--- src/rtl/scalar_entropy_source.sv ---
// rtl/scalar_entropy_source.sv - health-tested, Von Neumann de-biased, rejection-sampled private scalar source
// Ports:
//   clk, reset_n          clock, asynchronous active-low reset
//   req                   start request (taken in IDLE)
//   raw_bit, raw_valid    raw ring-oscillator noise stream
//   key_o, key_valid      accepted scalar in [1, ORDER-1]; key_o is zero unless key_valid
//   key_ready             consumer accepts the scalar
//   busy                  collecting, checking or presenting a scalar
//   fail, fail_code       sticky failure: 1 repetition, 2 proportion, 3 retries exhausted
//   clear_fail            leaves FAIL and clears health/retry state
module scalar_entropy_source #(
    parameter int              KEY_W     = 256,
    parameter logic [KEY_W-1:0] ORDER    = 256'hFFFFFFFF00000000FFFFFFFFFFFFFFFFBCE6FAADA7179E84F3B9CAC2FC632551,
    parameter int              REP_LIMIT = 32,
    parameter int              APT_WIN   = 512,
    parameter int              APT_LIMIT = 410,
    parameter int              MAX_RETRY = 8
) (
    input  logic             clk,
    input  logic             reset_n,
    input  logic             req,
    input  logic             raw_bit,
    input  logic             raw_valid,
    output logic [KEY_W-1:0] key_o,
    output logic             key_valid,
    input  logic             key_ready,
    output logic             busy,
    output logic             fail,
    output logic [1:0]       fail_code,
    input  logic             clear_fail
);

    localparam int BW  = $clog2(KEY_W + 1);
    localparam int RCW = $clog2(REP_LIMIT + 1);
    localparam int AIW = $clog2(APT_WIN);
    localparam int ACW = $clog2(APT_WIN + 1);
    localparam int TW  = $clog2(MAX_RETRY + 1);

    localparam logic [BW-1:0]  LAST_BIT   = BW'(KEY_W - 1);
    localparam logic [RCW-1:0] REP_LIM_C  = RCW'(REP_LIMIT);
    localparam logic [AIW-1:0] APT_LAST_C = AIW'(APT_WIN - 1);
    localparam logic [ACW-1:0] APT_LIM_C  = ACW'(APT_LIMIT);
    localparam logic [TW-1:0]  RETRY_LAST = TW'(MAX_RETRY - 1);

    typedef enum logic [2:0] {
        S_IDLE,
        S_COLLECT,
        S_CHECK,
        S_OUT,
        S_FAIL
    } state_t;

    state_t state, state_nxt;

    logic             last_bit;
    logic [RCW-1:0]   rep_cnt;
    logic [AIW-1:0]   apt_idx;
    logic             apt_ref;
    logic [ACW-1:0]   apt_cnt;
    logic             pair_full;
    logic             pair_bit;
    logic [BW-1:0]    bit_cnt;
    logic [KEY_W-1:0] cand;
    logic [TW-1:0]    retry_cnt;

    logic             health_en;
    logic [RCW-1:0]   rep_nxt;
    logic             apt_first;
    logic [ACW-1:0]   apt_nxt;
    logic             rep_trip;
    logic             apt_trip;
    logic             health_trip;
    logic             vn_emit;
    logic             last_emit;
    logic             cand_ok;
    logic             enter_collect;

    // Health tests see every valid raw bit outside FAIL, whether or not it is used for the key.
    assign health_en   = raw_valid && (state != S_FAIL);
    // rep_cnt==0 only before the first bit after reset/clear, so that bit starts a fresh run.
    assign rep_nxt     = (rep_cnt == '0 || raw_bit != last_bit) ? RCW'(1) : rep_cnt + RCW'(1);
    assign apt_first   = (apt_idx == '0);
    assign apt_nxt     = apt_first ? ACW'(1)
                       : ((raw_bit == apt_ref) ? apt_cnt + ACW'(1) : apt_cnt);
    assign rep_trip    = health_en && (rep_nxt == REP_LIM_C);
    assign apt_trip    = health_en && (apt_nxt == APT_LIM_C);
    assign health_trip = rep_trip || apt_trip;

    // A pair emits its first bit only when the two bits differ.
    assign vn_emit     = (state == S_COLLECT) && raw_valid && pair_full && (pair_bit != raw_bit);
    assign last_emit   = vn_emit && (bit_cnt == LAST_BIT);
    assign cand_ok     = (cand != '0) && (cand < ORDER);

    always_ff @(posedge clk or negedge reset_n) begin
        if (!reset_n) state <= S_IDLE;
        else          state <= state_nxt;
    end

    always_comb begin
        state_nxt = state;
        case (state)
            S_IDLE: begin
                if (health_trip)  state_nxt = S_FAIL;
                else if (req)     state_nxt = S_COLLECT;
            end
            S_COLLECT: begin
                if (health_trip)    state_nxt = S_FAIL;
                else if (last_emit) state_nxt = S_CHECK;
            end
            S_CHECK: begin
                if (health_trip)                  state_nxt = S_FAIL;
                else if (cand_ok)                 state_nxt = S_OUT;
                else if (retry_cnt == RETRY_LAST) state_nxt = S_FAIL;
                else                              state_nxt = S_COLLECT;
            end
            S_OUT: begin
                if (health_trip)    state_nxt = S_FAIL;
                else if (key_ready) state_nxt = S_IDLE;
            end
            S_FAIL: begin
                if (clear_fail) state_nxt = S_IDLE;
            end
            default: state_nxt = S_IDLE;
        endcase
    end

    assign enter_collect = (state_nxt == S_COLLECT) && (state != S_COLLECT);

    always_ff @(posedge clk or negedge reset_n) begin
        if (!reset_n) begin
            last_bit <= 1'b0;
            rep_cnt  <= '0;
            apt_idx  <= '0;
            apt_ref  <= 1'b0;
            apt_cnt  <= '0;
        end else if (state == S_FAIL) begin
            if (clear_fail) begin
                last_bit <= 1'b0;
                rep_cnt  <= '0;
                apt_idx  <= '0;
                apt_ref  <= 1'b0;
                apt_cnt  <= '0;
            end
        end else if (raw_valid) begin
            last_bit <= raw_bit;
            rep_cnt  <= rep_nxt;
            apt_cnt  <= apt_nxt;
            apt_idx  <= (apt_idx == APT_LAST_C) ? '0 : apt_idx + AIW'(1);
            if (apt_first) apt_ref <= raw_bit;
        end
    end

    always_ff @(posedge clk or negedge reset_n) begin
        if (!reset_n) begin
            retry_cnt <= '0;
            fail_code <= 2'd0;
        end else begin
            if (state == S_FAIL) begin
                if (clear_fail) begin
                    retry_cnt <= '0;
                    fail_code <= 2'd0;
                end
            end else if (state == S_CHECK) begin
                retry_cnt <= cand_ok ? '0 : retry_cnt + TW'(1);
            end
            if (state != S_FAIL && state_nxt == S_FAIL)
                fail_code <= rep_trip ? 2'd1 : (apt_trip ? 2'd2 : 2'd3);
        end
    end

    // Any entry to FAIL drops the candidate, so a pending key is never presented.
    always_ff @(posedge clk or negedge reset_n) begin
        if (!reset_n) begin
            pair_full <= 1'b0;
            pair_bit  <= 1'b0;
            bit_cnt   <= '0;
            cand      <= '0;
        end else if (state_nxt == S_FAIL || state == S_FAIL || enter_collect) begin
            pair_full <= 1'b0;
            pair_bit  <= 1'b0;
            bit_cnt   <= '0;
            cand      <= '0;
        end else if (state == S_COLLECT && raw_valid) begin
            pair_full <= !pair_full;
            if (!pair_full) pair_bit <= raw_bit;
            if (vn_emit) begin
                cand    <= {cand[KEY_W-2:0], pair_bit};
                bit_cnt <= bit_cnt + BW'(1);
            end
        end else if (state == S_OUT && key_ready) begin
            cand <= '0;
        end
    end

    assign key_valid = (state == S_OUT);
    assign key_o     = key_valid ? cand : '0;
    assign busy      = (state == S_COLLECT) || (state == S_CHECK) || (state == S_OUT);
    assign fail      = (state == S_FAIL);

endmodule
--- config.mk ---
export PLATFORM = sky130hd
export DESIGN_NAME = scalar_entropy_source
export DESIGN_NICKNAME = d
export VERILOG_FILES = /design/src/rtl/scalar_entropy_source.sv
export SDC_FILE = /design/constraint.sdc
export NUM_CORES = 1
export LEC_CHECK = 0
export BUFFER_PORTS_ARGS = -buffer_cell sky130_fd_sc_hd__buf_2
export CAP_MARGIN = 20
export CORE_MARGIN = 10
export CORE_UTILIZATION = 45
export CTS_BUF_LIST = sky130_fd_sc_hd__clkbuf_8
export CTS_CLUSTER_DIAMETER = 50
export DETAILED_ROUTE_END_ITERATION = 12
export PLACE_DENSITY = 0.66
export SLEW_MARGIN = 30
export SYNTH_ARGS = -nofsm -noshare
export SYNTH_HDL_FRONTEND = slang
export SYNTH_SLANG_ARGS = --single-unit
--- constraint.sdc ---
create_clock -name clk -period 3.87 [get_ports clk]
set_input_delay 0.387 -clock clk [delete_from_list [all_inputs] [get_ports clk]]
set_output_delay 0.387 -clock clk [all_outputs]
set_load 0.005 [all_outputs]
After elaboration in Yosys (flattened, before gate mapping)
Index checks and enable logic that the tools add are counted.
{ "word_totals": {"ff_bits": 303, "in_bits": 7, "output_inout_bits": 261, "elab_cells": 126} }
{ "classes": {"n_addsub": 5, "magnitude_cmp": 1, "n_eq_ne": 19, "n_mux": 52, "n_reduce_logical": 37} }
{ "ops": {"columns": ["operator", "count"], "rows": [
  ["256-bit two-way mux", 5],
  ["256-bit less-than comparator (second input constant)", 1],
  ["256-bit nonzero test", 1],
  ["9-bit two-way mux", 7],
  ["10-bit two-way mux", 5],
  ["3-bit two-way mux", 10],
  ["6-bit two-way mux", 4],
  ["9-bit by 1-bit adder with 9-bit output (second input constant)", 2],
  ["4-bit two-way mux", 4],
  ["3-bit one-hot mux with 5 select lines", 1],
  ["2-bit nonzero test", 7],
  ["1-bit two-way mux", 12],
  ["2-bit AND reduction", 6],
  ["1-bit logical AND", 11],
  ["10-bit by 1-bit adder with 10-bit output (second input constant)", 1],
  ["10-bit by 9-bit equality test with 1-bit output (second input constant)", 1],
  ["9-bit by 8-bit equality test with 1-bit output (second input constant)", 1],
  ["9-bit equality test (second input constant)", 1],
  ["9-bit logical NOT", 1],
  ["2-bit two-way mux", 4],
  ["6-bit by 1-bit adder with 6-bit output (second input constant)", 1],
  ["3-bit by 1-bit equality test with 1-bit output (second input constant)", 2],
  ["3-bit by 2-bit equality test with 1-bit output (second input constant)", 2],
  ["3-bit equality test (second input constant)", 2],
  ["15 further kinds", 22]
]} }

Longest topological paths before layout
{ "logic_depth": {"word_depth": 13, "depth_mapped": 14, "mapped_depth_nobuf": 10} }

Least setup slack after synthesis
No wires, ideal clock.
{ "synth_path": {"path_type": "in2reg", "from": "input port raw_bit", "to": "register cand[106]", "setup_time_ns": 0.123, "t_arrival_ns": 2.664, "required_ns": 3.747, "slack_ns": 1.082, "path_stages": 12, "n_path_buf": 4, "cell_sequence": "buf_2 -> xor2_1 -> buf_6 -> nor3_1 -> o31a_1 -> a22oi_1 -> a31o_2 -> o41a_4 -> buf_4 -> clkbuf_1 -> o21ai_0 -> a21oi_1"} }
{ "synth_via": {"elab_chain_cells": 13, "elab_cells_between_ends": 29, "classes_between": "eq/ne: 8; mux: 10; reduce/logical: 11"} }
{ "synth_lines": {"columns": ["item", "line", "text"], "rows": [
  ["start, declared", "22", "input logic raw_bit,"],
  ["1-bit equality test or 1-bit != test (tied branches)", "84, 81", null],
  ["10-bit two-way mux or 1-bit logical OR (tied branches)", "84, 81", null],
  ["10-bit two-way mux or 6-bit two-way mux (tied branches)", "83, 81", null],
  ["10-bit by 9-bit equality test with 1-bit output or 6-bit equality test (tied branches)", "86, 85", null],
  ["1-bit logical AND (on tied branches)", "86, 85", null],
  ["1-bit logical OR", "87", "assign health_trip = rep_trip || apt_trip;"],
  ["3-bit two-way mux (on tied branches)", null, null],
  ["3-bit one-hot mux with 5 select lines", "101", "case (state)"],
  ["3-bit equality test or 3-bit by 1-bit equality test with 1-bit output (tied branches)", "178, 127", null],
  ["1-bit logical OR or 1-bit logical AND (tied branches)", "178, 127", null],
  ["1-bit logical OR", "178", "end else if (state_nxt == S_FAIL || state == S_FAIL || enter_collect) begin"],
  ["3-bit by 2-bit != test with 1-bit output (no line) or 3-bit nonzero test (tied branches)", null, null],
  ["2-bit AND reduction (no line)", null, null],
  ["end signal, assigned", "187", "cand <= {cand[KEY_W-2:0], pair_bit};"],
  ["end, declared", "63", "logic [KEY_W-1:0] cand;"]
]} }
Several ways; a longest one is shown, not always the timed one.
A chain may end at the register's enable or synchronous reset.

Worst setup path after layout
{ "layout_path": {"from": "register cand[42]", "to": "register cand[208]"} }
{ "layout_via": {"elab_chain_cells": 10, "elab_cells_between_ends": 15, "classes_between": "order compare: 1; eq/ne: 3; mux: 4; reduce/logical: 7"} }
{ "layout_lines": {"columns": ["item", "line", "text"], "rows": [
  ["256-bit less-than comparator or 256-bit nonzero test (tied branches)", "92", "assign cand_ok = (cand != '0) && (cand < ORDER);"],
  ["1-bit logical AND (*)", "92", null],
  ["3-bit two-way mux (*)", "112", "else if (cand_ok) state_nxt = S_OUT;"],
  ["3-bit two-way mux (*)", "111", "if (health_trip) state_nxt = S_FAIL;"],
  ["3-bit one-hot mux with 5 select lines (*)", "101", null],
  ["3-bit equality test or 3-bit by 1-bit equality test with 1-bit output (tied branches)", "178, 127", null],
  ["1-bit logical OR or 1-bit logical AND (tied branches)", "178, 127", null],
  ["1-bit logical OR (*)", "178", null],
  ["3-bit by 2-bit != test with 1-bit output (no line) or 3-bit nonzero test (tied branches)", null, null],
  ["2-bit AND reduction (no line)", null, null]
]} }
Every way passes the cells marked *; elsewhere a longest branch is shown, timed or not.

==> metrics.md <==
| Metric | Value |
|---|---|
| Status | `finished clean` |
| Worst path max stage delay | `0.65 ns` |
| Placed cell count | `about 2600` |
| Synth cell types | `between 70 and 80` |
| Area of the mapped netlist | `~17000 um^2` |
| Vias | `between 15000 and 20000` |
| YS warnings | `0` |
| Worst-Skew Late Latency | `~0.59 ns` |
| Synth area leader | `dfrtp_1` |
| CORE AREA | `approximately 36000 um^2` |
| Routed wire length | `roughly 54000 um` |
| Crit Path Max Fanout | `35` |
| Crit path buf inv count | `2` |
| Setup Crit Path Kind | `flip-flop to flip-flop` |
| Input/output buffers | `about 270` |
| Clk sinks | `303` |
| Largest net degree at the start of global routing | `~190` |
| Post-synth EDFFs | `0` |
| Worst R2R End | `cand[208]$_DFFE_PN0P_` |
| Slew @ Worst Pin | `0.779 ns` |
| Period Utilization, post-route | `0.898` |
| H-tree depth | `2` |
| Gr ovfl total | `0` |
| Register area share after synthesis | `0.459` |
| Fmax | `~290 MHz` |
| Die height | `212 um` |
| Root Buffer | `clkbuf_8` |
| Req. time, crit path | `between 4 and 5 ns` |
| R2R depth | `10` |
| Io pins | `roughly 270` |
| Final hold viol count | `0` |
| Worst path arrival time | `approximately 4 ns` |
| Final setup violation count | `0` |
| Max VDD drop | `0.000263 V` |
| CP delay by family, top | `simple AND/OR/NAND/NOR gates` |
| RSZ-0062 raised after global routing | `false` |
| Class of the worst hold path | `input pin to flip-flop` |
| HP Start | `clear_fail` |
| Fin util | `0.532` |
| Detailed-route wire length per cell | `20.1 um` |
| FFs w/ async S/R, synth | `1.00` |
| GRT Total Usage | `0.235` |
| Initial antenna violation count | `1` |
| CTS tree | `built` |
| Die Area | `44700 um^2` |
| Drt drc | `0` |
| Row count | `70` |
| Total negative slack | `0 ns` |
| Post-CTS sizing | `0` |
| Initial DRC count | `1767` |
| TritonCTS Buffers | `53` |
| Pleak | `between 0.009 and 0.01 uW` |
| Final Wtd Congestion | `0.862` |
| Top-area cell type share of the netlist area | `0.459` |
| Area Growth Syn to Fin | `17.4%` |
| Cell breakdown of the critical path | `or4_1, nor4_1, nand4_1, a2111oi_2, o21a_1, nor2_1, a31oi_4, buf_12, buf_12, a21oi_1` |
| Ranking of synthesized cells by area | `dfrtp_1, and2_1, a21oi_1` |
| Total power | `approximately 7500 uW` |
| Startpoint Class | `flip-flop` |
| Routed Antenna Nets | `0` |
| Worst Clk Skew | `0.0441 ns` |
| Endpoint of the worst hold path | `state[2]$_DFF_PN0_` |
| Fin. max-slew vios | `0` |
| Antenna cells | `0` |
| First-pass GRT wire length | `approximately 87000 um` |
| Die width | `roughly 210 um` |
| Longest Clk Path Bufs | `3` |
| Tmin final | `around 3.5 ns` |
| Most frequent CP cell | `buf_12` |
| R2R setup slack | `a little under 0.4 ns` |
| Net count, final | `roughly 2200` |
| Slew margin rel. | `0.481` |
| PwrDens | `between 300 and 400 nW/um^2` |
| Crit path max-delay cell type | `or4_1` |
| Setup crit end kind | `flip-flop` |
| Mean Syn Cell Area | `~8.3 um^2` |
| Final cell count without fillers | `2700` |
| Layout filler cell count | `approximately 3500` |
| Initial Util | `0.453` |
| Post-synthesis cell count | `1978` |
| Max Cap Viol | `0` |
| R2r startpoint | `cand[42]$_DFFE_PN0P_` |
| Mapped Nets | `between 1500 and 2000` |
| Clk slew on worst S/H paths | `roughly 0.060 ns` |
| Hold depth | `2` |
| Vias in the first global route | `15316` |
| Layout cells sized above 1 | `0.182` |
| TritonRoute pass-1 iters | `7` |
| Post-synthesis register bit count | `303` |
| Post-detail-place hpwl | `roughly 37000 um` |
| Routed vias/inst | `5.90` |
| Prevailing post-synth register cell | `dfrtp_1` |
| Hold slack final | `0.133 ns` |
routing by layer:
metal / wire [um] / GRT usage / vias up
li1: - / - / 7392
met1: 23300 / 0.324 / 7759
met2: 25300 / 0.369 / 687
met3: 4350 / 0.0450 / 89
met4: 1350 / 0.0689 / 2
met5: 9 / 0 / -
synthesized netlist by cell type, types with 3 or more instances:
cell type and number:
dfrtp_1 303, a22o_1 4, nor3_1 22, buf_1 5, xor2_1 11, nor4b_1 4, nand2_1 303, nand3_1 18
o21a_1 7, a211o_1 3, or3_1 3, inv_1 18, and4_1 4, buf_2 50, buf_4 4, a22oi_1 3
o21ai_0 254, nand4_1 75, o31a_1 3, clkbuf_1 91, xnor2_1 9, a21oi_1 273, a211oi_1 3, o31ai_1 3
or4_1 4, mux2i_1 6, o21ai_1 44, a31oi_1 3, nand2b_1 8, nor4_1 74, and2_1 258, nor2b_1 5
nor2_1 38, ha_1 9, and3_1 13
registers in the layout, indices dropped and copies added, names as in the netlist:
register,flops
pair_bit,1
state,3
apt_idx,9
fail_code,2
retry_cnt,4
pair_full,1
cand,256
bit_cnt,9
apt_ref,1
last_bit,1
rep_cnt,6
apt_cnt,10
per-stage QoR:
stage	worst slack [ns]	instance area, um^2
3_3_place_gp	0.516	18400
2_1_floorplan	1.08	16500
6_report	0.395	19400
3_5_place_dp	0.412	18400
4_1_cts	0.413	19400
5_1_grt	0.137	19400
cells in the final DEF, fill, tap and decap left out, types with 18 or more instances in the layout:
| cell type | instances |
|---|---|
| nand2_1 | 303 |
| o21ai_1 | 44 |
| clkbuf_8 | 64 |
| nor4_1 | 74 |
| buf_4 | 30 |
| dfrtp_1 | 303 |
| a21oi_1 | 273 |
| nor3_1 | 22 |
| nand3_1 | 18 |
| nor2_1 | 38 |
| buf_12 | 18 |
| and2_1 | 258 |
| buf_2 | 266 |
| inv_1 | 38 |
| o21ai_0 | 254 |
| nand4_1 | 75 |
final cells by class:
| class | count | area, um^2 | share of cell area |
|---|---|---|---|
| Multi-Input combinational cell | 1502 | 8180 | 0.422 |
| Clock buffer | 64 | 881 | 0.0455 |
| Tap cell | 468 | 586 | 0.0302 |
| Clock inverter | 28 | 131 | 0.00678 |
| Inverter | 19 | 71.3 | 0.00368 |
| Timing Repair Buffer | 316 | 1940 | 0.100 |
| Sequential cell | 303 | 7580 | 0.391 |
worst reg2reg max path, delay by kind of cell, from the launching register on:
| kind | cells | cell delay [ns] |
|---|---|---|
| AOI/OAI and AO/OA | 4 | 1.11 |
| buffers and inverters | 2 | 0.45 |
| and+or+nand+nor | 4 | 1.36 |
| DFF | 1 | 0.43 |
where the power goes:
group / switching [uW] / leakage, uW / internal (uW)
sequential: 170 / 0.00418 / 3310
clock: 1340 / 0.000593 / 1490
combinational: 814 / 0.00428 / 343
cell families after synthesis:
family | synth area share
mux | 0.00432
simple gates | 0.271
buf+inv | 0.0453
flops | 0.459
xor+xnor | 0.0106
compound gates | 0.202
fa+ha+maj | 0.00682
worst max-delay path by stage:
stage / to / depth (start not counted) / startpoint
floorplan: cand[106]$_DFFE_PN0P_ / 12 / raw_bit
global placement: cand[213]$_DFFE_PN0P_ / 10 / cand[42]$_DFFE_PN0P_
global route: cand[231]$_DFFE_PN0P_ / 11 / state[1]$_DFF_PN0_
CTS: cand[208]$_DFFE_PN0P_ / 10 / cand[42]$_DFFE_PN0P_
finish: cand[208]$_DFFE_PN0P_ / 10 / cand[42]$_DFFE_PN0P_
detailed placement: cand[208]$_DFFE_PN0P_ / 10 / cand[42]$_DFFE_PN0P_
repair_timing:
action | 4_1_cts | 5_1_grt
hold buffers | 1 | 0
buffers inserted | 0 | 0
endpoints found under the hold margin | 77 | 0
Power figures use the tool's default switching activity.
